### src/rtl/dispatch_pkg.sv
// dispatch_pkg: opcodes, FU id type and RS/ROB write-packet layouts for the dispatch stage
package dispatch_pkg;
  localparam int DEF_NUM_PREGS = 64;
  localparam int DEF_PW = $clog2(DEF_NUM_PREGS);
  localparam int DEF_XLEN = 32;
  localparam int DEF_NUM_ALU = 2;
  // rob_idx field holds indices of any ROB up to 32 entries; smaller ROBs zero-extend
  localparam int ROB_IDX_W = 5;
  localparam logic [6:0] OP_LOAD = 7'b0000011;
  localparam logic [6:0] OP_STORE = 7'b0100011;
  typedef logic [$clog2(DEF_NUM_ALU+1)-1:0] fu_id_t;
  typedef struct packed {
    logic [6:0] opcode;
    logic [DEF_PW-1:0] prd;
    logic [DEF_PW-1:0] prs1;
    logic rdy1;
    logic [DEF_PW-1:0] prs2;
    logic rdy2;
    logic [DEF_XLEN-1:0] imm;
    logic [ROB_IDX_W-1:0] rob_idx;
    fu_id_t fu_id;
  } rs_entry_t;
  typedef struct packed {
    logic [DEF_PW-1:0] prd;
    logic [DEF_PW-1:0] prd_old;
    logic is_store;
  } rob_entry_t;
  function automatic logic is_mem(input logic [6:0] op);
    return op == OP_LOAD || op == OP_STORE;
  endfunction
endpackage

### src/rtl/dispatch_stage_prio_enc_free.sv
// prio_enc_free: index of the lowest clear bit in busy, with found flag
module prio_enc_free #(
  parameter int N = 16,
  localparam int IW = $clog2(N)
) (
  input  logic [N-1:0]  busy,
  output logic [IW-1:0] idx,
  output logic          found
);
  always_comb begin
    idx = '0;
    found = 1'b0;
    for (int i = N - 1; i >= 0; i--)
      if (!busy[i]) begin
        idx = IW'(i);
        found = 1'b1;
      end
  end
endmodule

### src/rtl/dispatch_stage.sv
// dispatch_stage: allocates RS slot + ROB tail per renamed instruction and emits registered write packets
module dispatch_stage import dispatch_pkg::*; #(
  parameter int RS_DEPTH = 16,
  parameter int ROB_DEPTH = 32,
  parameter int NUM_PREGS = DEF_NUM_PREGS,
  parameter int NUM_ALU = DEF_NUM_ALU,
  parameter int XLEN = DEF_XLEN,
  localparam int PW = $clog2(NUM_PREGS),
  localparam int RW = $clog2(RS_DEPTH),
  localparam int HW = $clog2(ROB_DEPTH),
  localparam int RRW = NUM_ALU > 1 ? $clog2(NUM_ALU) : 1
) (
  input  logic                 clk,
  input  logic                 reset,
  input  logic                 in_valid,
  output logic                 in_ready,
  input  logic [6:0]           in_opcode,
  input  logic [PW-1:0]        in_prs1,
  input  logic [PW-1:0]        in_prs2,
  input  logic [PW-1:0]        in_prd,
  input  logic [PW-1:0]        in_prd_old,
  input  logic [XLEN-1:0]      in_imm,
  input  logic [NUM_PREGS-1:0] preg_ready,
  input  logic                 wb_valid,
  input  logic [PW-1:0]        wb_preg,
  input  logic [RS_DEPTH-1:0]  rs_release,
  input  logic                 rob_commit,
  input  logic                 flush,
  output logic                 rs_wr_en,
  output logic [RW-1:0]        rs_wr_idx,
  output rs_entry_t            rs_wr_data,
  output logic                 rob_wr_en,
  output logic [HW-1:0]        rob_wr_idx,
  output rob_entry_t           rob_wr_data,
  output logic [HW-1:0]        rob_head,
  output logic [HW:0]          rob_count
);
  logic [RS_DEPTH-1:0] rs_busy;
  logic [HW-1:0] tail;
  logic [RRW-1:0] rr_ptr;
  logic [RW-1:0] slot;
  logic slot_found, accept, do_commit, rdy1, rdy2, mem_op;
  rs_entry_t rs_pkt;
  rob_entry_t rob_pkt;

  prio_enc_free #(.N(RS_DEPTH)) u_free (.busy(rs_busy), .idx(slot), .found(slot_found));

  // Readiness looks only at pre-update occupancy, so same-cycle release/commit never opens a slot
  assign in_ready = !reset && !flush && slot_found && rob_count != (HW+1)'(ROB_DEPTH);
  assign accept = in_valid && in_ready;
  assign do_commit = rob_commit && rob_count != '0;
  assign mem_op = is_mem(in_opcode);
  assign rdy1 = in_prs1 == '0 || preg_ready[in_prs1] || (wb_valid && wb_preg == in_prs1);
  assign rdy2 = in_prs2 == '0 || preg_ready[in_prs2] || (wb_valid && wb_preg == in_prs2);
  assign rs_pkt = '{opcode: in_opcode, prd: in_prd, prs1: in_prs1, rdy1: rdy1, prs2: in_prs2,
                    rdy2: rdy2, imm: in_imm, rob_idx: ROB_IDX_W'(tail),
                    fu_id: mem_op ? fu_id_t'(NUM_ALU) : fu_id_t'(rr_ptr)};
  assign rob_pkt = '{prd: in_prd, prd_old: in_prd_old, is_store: in_opcode == OP_STORE};

  always_ff @(posedge clk) begin
    if (reset || flush) begin
      rs_busy <= '0;
      rob_head <= '0;
      tail <= '0;
      rob_count <= '0;
      rs_wr_en <= 1'b0;
      rob_wr_en <= 1'b0;
      if (reset) begin
        rr_ptr <= '0;
        rs_wr_idx <= '0;
        rs_wr_data <= '0;
        rob_wr_idx <= '0;
        rob_wr_data <= '0;
      end
    end else begin
      rs_busy <= (rs_busy & ~rs_release) | (accept ? RS_DEPTH'(1) << slot : '0);
      rob_count <= rob_count + (HW+1)'(accept) - (HW+1)'(do_commit);
      rs_wr_en <= accept;
      rob_wr_en <= accept;
      if (do_commit) rob_head <= rob_head + 1'b1;
      if (accept) begin
        tail <= tail + 1'b1;
        rs_wr_idx <= slot;
        rs_wr_data <= rs_pkt;
        rob_wr_idx <= tail;
        rob_wr_data <= rob_pkt;
      end
      if (accept && !mem_op) rr_ptr <= rr_ptr == RRW'(NUM_ALU - 1) ? '0 : rr_ptr + 1'b1;
    end
  end
endmodule

### config.mk
export PLATFORM = sky130hd
export DESIGN_NAME = dispatch_stage
export DESIGN_NICKNAME = d
export VERILOG_FILES = /design/src/rtl/dispatch_pkg.sv /design/src/rtl/dispatch_stage_prio_enc_free.sv /design/src/rtl/dispatch_stage.sv
export SDC_FILE = /design/constraint.sdc
export NUM_CORES = 1
export LEC_CHECK = 0
export BUFFER_PORTS_ARGS = -buffer_cell sky130_fd_sc_hd__buf_4
export CAP_MARGIN = 20
export CORE_MARGIN = 2
export CORE_UTILIZATION = 40
export CTS_BUF_LIST = sky130_fd_sc_hd__clkbuf_4
export CTS_CLUSTER_DIAMETER = 120
export DETAILED_ROUTE_END_ITERATION = 12
export PLACE_DENSITY = 0.69
export SYNTH_ARGS = -nofsm -noshare
export SYNTH_HDL_FRONTEND = slang
export SYNTH_HIERARCHICAL = 1
export SYNTH_SLANG_ARGS = --single-unit
### constraint.sdc
create_clock -name clk -period 4 [get_ports clk]
set_clock_uncertainty 0.15 [all_clocks]
set_input_delay 0.2 -clock clk [delete_from_list [all_inputs] [get_ports clk]]
set_output_delay 0.2 -clock clk [all_outputs]
set_load 0.02 [all_outputs]
Word-level counts from Yosys, hierarchy flattened. Index checks and enable logic that the tools add are counted.

$add $sub $neg: 5. Magnitude comparators: 2. Eq/ne operators: 6. Shift operators: 1. Multiplexer cells: 54. Bitwise operators: 3. Reduce and logical (&&, ||, !) cells: 24.

Operator list (number): 66-bit two-way mux (3); 4-bit two-way mux (19); 13-bit two-way mux (3); 1-bit two-way mux (22); 16-bit AND (1); 16-bit two-way mux (1); 16-bit NOT (1); 16-bit OR (1); 1-bit by 4-bit << shifter with 16-bit output (first input constant) (1); 5-bit two-way mux (3); 6-bit by 7-bit < comparator with 1-bit output (second input constant) (2); 1-bit binary-select mux with 6-bit select (2); 6-bit == test (2); 6-bit zero test (2); 5-bit by 1-bit adder with 5-bit output (second input constant) (2); 1-bit logical AND (8); 7-bit by 2-bit == test with 1-bit output (second input constant) (1); 7-bit by 6-bit == test with 1-bit output (second input constant) (1); 6-bit by 1-bit adder with 6-bit output (1); 1-bit logical OR (6); 6-bit != test (second input constant) (1); 6-bit nonzero test (1); 6-bit by 1-bit subtractor with 6-bit output (1); 2-bit AND reduction (2); 5 further kinds (8).

Flip-flop bits (word level): 122. Bits of input ports: 155. Output and inout port bits: 102. Word-level logic and storage cells: 115.

Logic depth before layout (Yosys ltp). Gate-level depths: netlist of run 1.

Depth after elaboration: 22. Mapped depth: 16. Gate-level depth less buffers: 15.

By module. Netlist of run 1, hierarchy kept.

By module, submodules not included: dispatch_stage (instances 1, cells an instance 455, area each 5716.7 µm², seq. area each 3002.9 µm²); prio_enc_free (instances 1, cells an instance 34, area each 166.4 µm², seq. area each 0.0 µm²).

Worst setup path before layout of run 1. Ideal clock, no wire load.

Path type: reg2reg. From: register rob_count[2]. To: register rob_wr_data[0] (netlist name), enable pin. Library setup time: 0.448 ns. Arrival time: 3.156 ns. Setup slack: 0.245 ns. Stages on the path, launching flop included: 8. Cells stage by stage: dfxtp_1 > inv_1 > ha_1 > nor4bb_1 > and4b_1 > buf_2 > inv_1 > nand2b_1.

Word-level cells in the longest chain between the ends: 5.

RTL lines: from (decl) (line dispatch_stage.sv:36) `output logic [HW:0] rob_count`; from (signal assigned) (line dispatch_stage.sv:77) `rob_count <= rob_count + (HW+1)'(accept) - (HW+1)'(do_commit);`; 6-bit != test (line dispatch_stage.sv:49) `assign in_ready = !reset && !flush && slot_found && rob_count != (HW+1)'(ROB_DEPTH);`; 1-bit logical AND (line dispatch_stage.sv:49); 1-bit logical AND (line dispatch_stage.sv:50) `assign accept = in_valid && in_ready;`; 2-bit nonzero test (no source line); 2-bit AND reduction (no source line); to (signal assigned) (line dispatch_stage.sv:86) `rob_wr_data <= rob_pkt;`; to (decl) (line dispatch_stage.sv:34) `output rob_entry_t rob_wr_data,`.

Every way passes these cells. A chain may end at the register's enable or synchronous reset.

Worst setup path in the final report of run 1.
From: register rob_count[3]. To: register rob_count[4].

Word-level cells in the longest chain between the ends: 5.

RTL lines (line): 6-bit != test (dispatch_stage.sv:49); 1-bit logical AND (dispatch_stage.sv:49); 1-bit logical AND (dispatch_stage.sv:50); 6-bit by 1-bit adder with 6-bit output (dispatch_stage.sv:77); 6-bit by 1-bit subtractor with 6-bit output * (dispatch_stage.sv:77).

Every way passes the cells marked *; elsewhere a longest branch is shown, timed or not.

==> results of run 1 <==
[metal layers]
metal  track usage  part of all wire  vias to the layer above
li1              -                 -                     2374
met1         0.226              0.37                     2378
met2         0.379              0.52                      224
met3        0.0539             0.076                       31
met4        0.0693             0.025                        0
met5             0                 0                        -
[path summary, 6_finish.rpt]
kind / depth (start not counted) / from / end
max reg2reg: 15 / rob_count[3] / rob_count[4]
max: 15 / rob_count[3] / rob_count[4]
min reg2reg: 2 / rs_busy[15] / rs_busy[15]
min: 2 / in_prs2[1] / rs_wr_data[41]
[layout make-up]
cell class | instances | area share
clock buffer | 10 | 0.00858
clock inverter | 6 | 0.00858
inverter | 19 | 0.00815
tap | 184 | 0.0263
antenna | 1 | 0.000286
sequential | 111 | 0.343
timing repair buffer | 333 | 0.308
multi-input combinational | 319 | 0.298
[worst register-to-register path, delay by kind of cell (launching register included)]
| family | cells | cell delay, ps |
|---|---|---|
| flops | 1 | 440 |
| simple gates | 3 | 690 |
| compound gates | 2 | 250 |
| fa+ha+maj | 4 | 1090 |
| xor+xnor | 1 | 140 |
| buf+inv | 5 | 500 |
[state kept, by name, indices dropped and copies added (netlist names)]
name         count
rs_wr_data      66
rs_busy         16
rob_wr_data      7
rob_count        6
rob_head         5
tail             5
rs_wr_idx        4
rob_wr_en        1
rr_ptr           1
[stage by stage]
stage,std cells,worst slack [ps],power (mW),area [um2]
after detailed placement,889,669,2.24,7830
after global routing,983,401,3.02,8750
after floorplan,489,245,1.90,5880
after CTS,982,631,2.90,8750
final,983,630,2.88,8750
after global placement,889,788,2.22,7830
[kinds of logic after synthesis]
family,share of synthesized area
adders and majority gates,0.0268
buffers and inverters,0.0493
and+or+nand+nor,0.182
xor gates and xnor gates,0.0342
muxes,0.136
DFF,0.510
AOI/OAI and AO/OA,0.0610
[layout by cell type (no fill, tap or decap), types with 3 or more instances in the layout]
cell type | netlist | final
mux2_2 | 4 | 4
dfxtp_1 | 33 | 33
nand2b_1 | 19 | 18
nand2_1 | 18 | 18
buf_4 | 12 | 256
nor3_1 | 3 | 3
clkbuf_4 | 0 | 10
nand3_1 | 7 | 7
nand4_1 | 13 | 13
a32oi_1 | 3 | 3
o21ai_0 | 4 | 4
inv_1 | 19 | 19
xnor2_1 | 15 | 15
dlygate4sd3_1 | 0 | 77
o22ai_1 | 5 | 5
a21oi_1 | 17 | 17
mux4_2 | 28 | 28
nand3b_1 | 3 | 3
ha_1 | 11 | 11
o21bai_1 | 3 | 3
nor2_1 | 30 | 29
xor2_1 | 8 | 8
and2_1 | 73 | 73
mux2i_1 | 7 | 7
edfxtp_1 | 78 | 78
or3_1 | 10 | 10
nor2b_1 | 3 | 3
[power by group through the flow]
stage | registers (mW) | clock network, mW | logic [mW]
global placement | 1.39 | 0 | 0.835
detailed placement | 1.39 | 0 | 0.852
CTS | 1.37 | 0.617 | 0.919
finish | 1.37 | 0.596 | 0.916
floorplan | 1.49 | 0 | 0.413
global route | 1.37 | 0.658 | 0.989
==> impl_metrics.toml, run 1 <==
[final_layout]
nFillCells = 1160
drive_gt1_frac = 0.388
register_area_um2 = 3000
utilization = 0.607
nNetsFinal = 960
syn_to_final_growth_pct = 48.8
multi_input_area_um2 = 2610

[power_and_ir_drop]
sw_frac_of_total = 0.304
clkPwrFrac = 0.207
p_leak_nw = 3.63
irDropWorstVdd_v = 0.000252
power_frac_comb = 0.318
power_density_nw_per_um2 = 329
intPower_mw = 2.00
p_sw_mw = 0.875
seq_power_share = 0.474

[die]
dieArea_um2 = 15700
die_x_um = 125
core_area_um2 = 14400
ioPinCount = 257
fp-row-count = 44
start_util = 0.408
die_y_um = 125

[synth]
yosys_most_used_dff = "edfxtp_1"
syn_area_um2 = 5880
yosysSeqAreaShare = 0.510
yosys-top-cells-count = "78 x edfxtp_1, 73 x and2_1, 33 x dfxtp_1, 30 x nor2_1, 28 x mux4_2"
synth.most_common_cell = "edfxtp_1"
synth_warnings = 6
synth-async-reset-ratio = 0
synth_cell_types = 56
yosysTopAreaCellShare = 0.398
synth_edf_count = 78
netlist_top_cells_area = "edfxtp_1 40%, dfxtp_1 11%, mux4_2 11%"
synth-seq-cells = 111
netlist_instances = 489
syn_nets = 656
synth_area_per_cell_um2 = 12.0
yosysTopAreaCell = "edfxtp_1"

[clocking]
path_clk_slew_ps = 180
cts-htree-levels = 3
cts_resized = 0
cts_setup_buffers = 0
numCtsBuffers = 9
clkLatencyLatePin_ps = 470
cts_tree = "yes"
cts.sinks = 111
cts_root_buf = "clkbuf_4"
cts_buffer_depth = 2
cts_hold_buf = 77

[routing]
vias = 5007
wl_um = 16400
drcViolationCount = 0
viasPerCell = 5.09
first_iter_violations = 311
antenna_left = 0
dr.pass1.iters = 4
wire_per_inst_um = 16.7

[setup_path]
end_kind = "flop"
critPathMaxStageDelay_ps = 490
regToRegSetupSlack_ps = 630
worst-endpoint-arrival_ps = 3580
critPathTopFamily = "adder cells"
crit_required_ps = 4210
critPathKind = "flop to flop"
cp_common_cell = "inv_1"
timing.critical_path.buf_inv = 5
crit_path_start_kind = "flop"
cpMaxStageDelayCell = "and4b_1"
crit_chain = "inv_1 -> ha_1 -> nor4bb_1 -> and4b_1 -> inv_1 -> ha_1 -> inv_1 -> ha_1 -> inv_1 -> fa_1 -> inv_1 -> a21oi_1 -> o21bai_1 -> xnor2_1 -> nor2_1"
worstPathMaxFanout = 10

[global_routing]
grt_max_degree = 78
grt_usage = 0.205
antenna_found_initial = 1
grt-ovfl-total = 0
grt_pass1_vias = 5177
grt_pass1_wl_um = 25800

[place]
io_buffers = 255
routabilityCongestion = 0.820
dp_hpwl_um = 11700

[sta]
period_share = 0.843
relSlewSlack = 0.322
max_freq_mhz = 297
setup_viol = 0
tightest_slew_ps = 1020
slew_violations = 0
holdWs_ps = 88.1
grt_setup_unrepaired = "no"
final.setup.tns_ps = 0
report.final.hold_viol_count = 0
period_minus_slack_ps = 3370

[worst_hold_path]
hp-class = "input port to flop"

[job]
drv_cap = 0

[outcome]
status = "finished, final reports clean"
Note: power is estimated with default switching activity, not from simulation.
==> inputs of run 2 (changes only) <==
==> constraint.sdc (replaced) <==
create_clock -name clk -period 3.3 [get_ports clk]
set_clock_uncertainty 0.15 [all_clocks]
set_input_delay 0.165 -clock clk [delete_from_list [all_inputs] [get_ports clk]]
set_output_delay 0.165 -clock clk [all_outputs]
set_load 0.02 [all_outputs]
==> run 2 against run 1 <==
Compared with the run above: via count barely moved; final cell count rose by 0.61%; total power is 21% higher; critical path depth unchanged; combinational power grew 22%; global-route usage fell by 0.55 points; fmax up 15%; clock power increased by 19%; non-clock buffer count increased by 6; wire length shrank 2.4%; critical path type unchanged; largest power group unchanged.
==> impl_metrics.toml, run 2 (synthesized netlist as in run 1, its figures left out) <==
[outcome]
status = "finished, final reports clean"

[die]
die_y_um = 125
core_area_um2 = 14400
die_x_um = 125
dieArea_um2 = 15700
start_util = 0.408
fp-row-count = 44
ioPinCount = 257

[power_and_ir_drop]
power_frac_comb = 0.322
p_leak_nw = 3.66
sw_frac_of_total = 0.302
clkPwrFrac = 0.203
p_sw_mw = 1.05
power_density_nw_per_um2 = 395
seq_power_share = 0.475
irDropWorstVdd_v = 0.000283
intPower_mw = 2.43
fin_total_pwr_mw = 3.48

[place]
io_buffers = 255
routabilityCongestion = 0.891
dp_hpwl_um = 11700
dp_cells = 894

[clocking]
cts_resized = 0
path_clk_slew_ps = 170
cts_root_buf = "clkbuf_4"
cts_buffer_depth = 2
clkLatencyLatePin_ps = 460
cts_tree = "yes"
cts.sinks = 111
cts-htree-levels = 3
numCtsBuffers = 9

[sta]
final.setup.tns_ps = 0
report.final.hold_viol_count = 0
holdWs_ps = 55.1
relSlewSlack = 0.489
slew_violations = 0
tightest_slew_ps = 764
grt_setup_unrepaired = "no"
period_share = 0.892
setup_viol = 0
period_minus_slack_ps = 2940
max_freq_mhz = 340

[final_layout]
syn_to_final_growth_pct = 49.8
regMostFlops = "rs_wr_data"
drive_gt1_frac = 0.391
layout_commonest_cell = "buf_4"
layout.cells.non_filler = 989
utilization = 0.611
final_cell_mix = "260 x buf_4, 78 x dlygate4sd3_1, 78 x edfxtp_1"
biggestRegsByFlops = "rs_wr_data (66), rs_busy (16), rob_wr_data (7)"
nNetsFinal = 966
largest_reg_flops = 66

[routing]
vias = 5005
wire_per_inst_um = 16.2
wl_um = 16000
dr.pass1.iters = 5
antenna_left = 0
first_iter_violations = 276
drcViolationCount = 0
viasPerCell = 5.06

[global_routing]
grt-ovfl-total = 0
grt_max_degree = 78
grt_pass1_wl_um = 25100
grt_usage = 0.199
antenna_found_initial = 1
grt_pass1_vias = 5098

[job]
drv_cap = 0

[setup_path]
crit_chain = "inv_1 -> ha_1 -> nor4bb_1 -> and4b_1 -> inv_1 -> ha_1 -> inv_1 -> ha_1 -> inv_1 -> fa_1 -> inv_1 -> a21oi_1 -> o21bai_1 -> xnor2_1 -> nor2_1"
end_kind = "flop"
cp_common_cell = "inv_1"
crit_path_start_kind = "flop"
worst-endpoint-arrival_ps = 3130
crit_required_ps = 3490
cpMaxStageDelayCell = "fa_1"
worstPathMaxFanout = 3
critPathMaxStageDelay_ps = 400
critPathKind = "flop to flop"

[worst_hold_path]
hp-class = "input port to flop"
run 2: cell types whose count changed in the layout (fill, tap and decap cells not counted):
cell	change
clkbuf_4	-1
buf_4	+4
inv_6	-1
clkinv_1	+1
clkinv_4	+1
buf_12	+1
dlygate4sd3_1	+1
run 2: worst paths after layout:
check / startpoint / to / slack [ps] / cells past startpoint
max: rob_count[3] / rob_count[4] / 360 / 15
min: in_prs2[1] / rs_wr_data[41] / 60 / 2
max reg2reg: rob_count[3] / rob_count[4] / 360 / 15
min reg2reg: rs_busy[8] / rs_busy[8] / 360 / 2
run 2: through the flow:
stage / area (um2) / setup slack [ps]
after floorplan: 5890 / 310
after global placement: 7880 / 485
after detailed placement: 7880 / 392
after CTS: 8810 / 359
after global routing: 8810 / 147
final: 8810 / 357
run 2: layout make-up:
cell class | count | area (um2)
antenna | 1 | 2.50
clock buffer | 9 | 67.6
clock inverter | 7 | 78.8
fill | 1141 | 5610
inverter | 19 | 71.3
multi-input combinational | 319 | 2610
sequential | 111 | 3000
tap | 184 | 230
timing repair buffer | 339 | 2750
run 2: power by group through the flow:
stage / sequential, mW / clock [mW] / combinational (mW)
floorplan: 1.80 / 0 / 0.501
global placement: 1.68 / 0 / 1.03
detailed placement: 1.68 / 0 / 1.05
CTS: 1.65 / 0.726 / 1.13
global route: 1.66 / 0.778 / 1.22
finish: 1.65 / 0.707 / 1.12
run 2: repair_timing:
item,CTS,global route
buffers inserted,0,0
hold buffers,78,0
endpoints found under the hold margin,79,0
setup endpoints to repair,0,0
run 2: metal layers:
| layer | track usage | wire, um |
|---|---|---|
| met1 | 0.226 | 6010 |
| met2 | 0.362 | 8300 |
| met3 | 0.0573 | 1330 |
| met4 | 0.0614 | 348 |
| met5 | 0 | 0 |
run 2: critical path: cells and delay by family (launching register included):
kind                       cells  cell delay [ps]
xor gates and xnor gates       1              140
AOI/OAI and AO/OA              2              210
adders and majority gates      4              950
and+or+nand+nor                3              640
DFF                            1              370
buffers and inverters          5              360
==> inputs of run 3 (changes only) <==
--- a/config.mk
+++ b/config.mk
@@ -7,6 +7,7 @@
 export LEC_CHECK = 0
 export BUFFER_PORTS_ARGS = -buffer_cell sky130_fd_sc_hd__buf_4
 export CAP_MARGIN = 20
+export CORE_ASPECT_RATIO = 0.6
 export CORE_MARGIN = 2
 export CORE_UTILIZATION = 40
 export CTS_BUF_LIST = sky130_fd_sc_hd__clkbuf_4
==> run 3 against run 2 <==
Compared with the run above: clock power decreased by 2%; global-route usage rose by 2.6 points; critical endpoint unchanged; register-to-register slack got worse by 90 ps; critical path type unchanged; final cell count up 1.1%.
==> impl_metrics.toml, run 3 (synthesized netlist as in run 1, its figures left out) <==
[final_layout]
multi_input_area_um2 = 2620
biggestRegsByFlops = "rs_wr_data (66), rs_busy (16), rob_wr_data (7)"
regMostFlops = "rs_wr_data"
nFillCells = 1131
layout_commonest_cell = "buf_4"
largest_reg_flops = 66
syn_to_final_growth_pct = 49.8
register_area_um2 = 3000
fin_area_um2 = 8810
nNetsFinal = 963
final_cell_mix = "259 x buf_4, 78 x edfxtp_1, 76 x dlygate4sd3_1"
drive_gt1_frac = 0.395

[die]
die_x_um = 161
dieArea_um2 = 15700
fp-row-count = 34
start_util = 0.408
core_area_um2 = 14400
ioPinCount = 257
die_y_um = 97.9

[power_and_ir_drop]
p_sw_mw = 1.06
clkPwrFrac = 0.199
power_frac_comb = 0.326
power_density_nw_per_um2 = 396
irDropWorstVdd_v = 0.000413
p_leak_nw = 3.65
seq_power_share = 0.474
intPower_mw = 2.43
sw_frac_of_total = 0.304

[routing]
drcViolationCount = 0
wl_um = 17600
wire_per_inst_um = 17.6
first_iter_violations = 291
vias = 5115
viasPerCell = 5.12
dr.pass1.iters = 4
antenna_left = 0

[clocking]
cts.sinks = 111
path_clk_slew_ps = 170
cts-htree-levels = 3
clkLatencyLatePin_ps = 450
cts_tree = "yes"
cts_root_buf = "clkbuf_4"
cts_buffer_depth = 2
numCtsBuffers = 9

[global_routing]
grt_pass1_wl_um = 27900
antenna_found_initial = 1
grt_pass1_vias = 5157
grt_max_degree = 78
grt-ovfl-total = 0
grt_usage = 0.225

[setup_path]
r2r_cells = 15
crit_required_ps = 3480
r2r-end = "rob_count[4]"
critPathKind = "flop to flop"
r2r-start = "rob_count[3]"
regToRegSetupSlack_ps = 260
worstPathMaxFanout = 4
worst-endpoint-arrival_ps = 3220
crit_path_start_kind = "flop"
end_kind = "flop"

[sta]
holdWs_ps = 60.7
max_freq_mhz = 329
relSlewSlack = 0.464
grt_setup_unrepaired = "no"
slew_violations = 0
period_minus_slack_ps = 3040
setup_viol = 0
report.final.hold_viol_count = 0
period_share = 0.920
final.setup.tns_ps = 0
tightest_slew_ps = 801

[place]
dp_hpwl_um = 12800
io_buffers = 255
routabilityCongestion = 0.941
dpl_cell_area_um2 = 7890

[worst_hold_path]
hold_path_depth = 2
hp-class = "input port to flop"
holdPathEnd = "rs_wr_data[49]"
hp-start = "in_prs1[2]"

[outcome]
status = "finished, final reports clean"

[job]
drv_cap = 0
[run 3: cell count changes in the layout (fill, tap and decap cells not counted), sizes merged]
cell / change
dlygate4sd3: -2
clkinv: -1
inv: +1
buf: -1
[run 3: routing by layer]
| metal | vias to the layer above | routed length (um) | GRT usage |
|---|---|---|---|
| met5 | - | 0 | 0 |
| met4 | 0 | 246 | 0.0534 |
| met3 | 20 | 1460 | 0.0612 |
| met2 | 234 | 8000 | 0.352 |
| met1 | 2470 | 7930 | 0.314 |
| li1 | 2391 | - | - |
[run 3: power groups by stage]
stage          sequential, mW  combinational, mW  clock [mW]
6_report                 1.66               1.14       0.696
5_1_grt                  1.67               1.24       0.783
4_1_cts                  1.66               1.14       0.734
3_5_place_dp             1.69               1.06           0
3_3_place_gp             1.68               1.04           0
2_1_floorplan            1.80              0.501           0
[run 3: critical path, stage by stage (launching register included)]
cell	delay [ps]
dfxtp_1	380
inv_1	90
ha_1	150
nor4bb_2	320
and4b_1	260
inv_2	120
ha_1	250
inv_1	70
ha_1	170
inv_1	60
fa_1	400
inv_1	80
a21oi_1	60
o21bai_1	160
xnor2_1	140
nor2_1	60
[run 3: worst max path at each step]
| stage | start | endpoint | slack [ps] | cells past startpoint |
|---|---|---|---|---|
| final | rob_count[3] | rob_count[4] | 260 | 15 |
| after global routing | rob_count[3] | rob_count[4] | 30 | 15 |
| after CTS | rob_count[3] | rob_count[4] | 140 | 15 |
| after detailed placement | rob_count[3] | rob_count[4] | 170 | 15 |
| after global placement | rob_count[3] | rob_count[4] | 310 | 15 |
| after floorplan | rob_count[2] | rob_count[4] | 310 | 16 |
[run 3: cell type report]
| type | count | share of cell area |
|---|---|---|
| inverter | 19 | 0.00809 |
| antenna | 1 | 0.000284 |
| timing repair buffer | 336 | 0.309 |
| multi-input combinational | 319 | 0.297 |
| sequential | 111 | 0.341 |
| clock buffer | 9 | 0.00767 |
| tap | 198 | 0.0281 |
| clock inverter | 7 | 0.00895 |
[run 3: through the flow]
step / instances / total power [mW] / setup WS [ps] / util
after floorplan: 489 / 2.30 / 310 / -
after global placement: 907 / 2.72 / 315 / 0.547
after detailed placement: 907 / 2.74 / 166 / 0.547
after CTS: 999 / 3.53 / 137 / 0.610
after global routing: 1000 / 3.69 / 28.1 / 0.611
final: 1000 / 3.49 / 264 / 0.611
[run 3: what timing repair did]
action | in CTS | in global routing
endpoints found under the hold margin | 79 | 0
gates resized for setup | 0 | 3
hold buffers | 76 | 0
buffers inserted | 0 | 0
setup endpoints to repair | 0 | 2
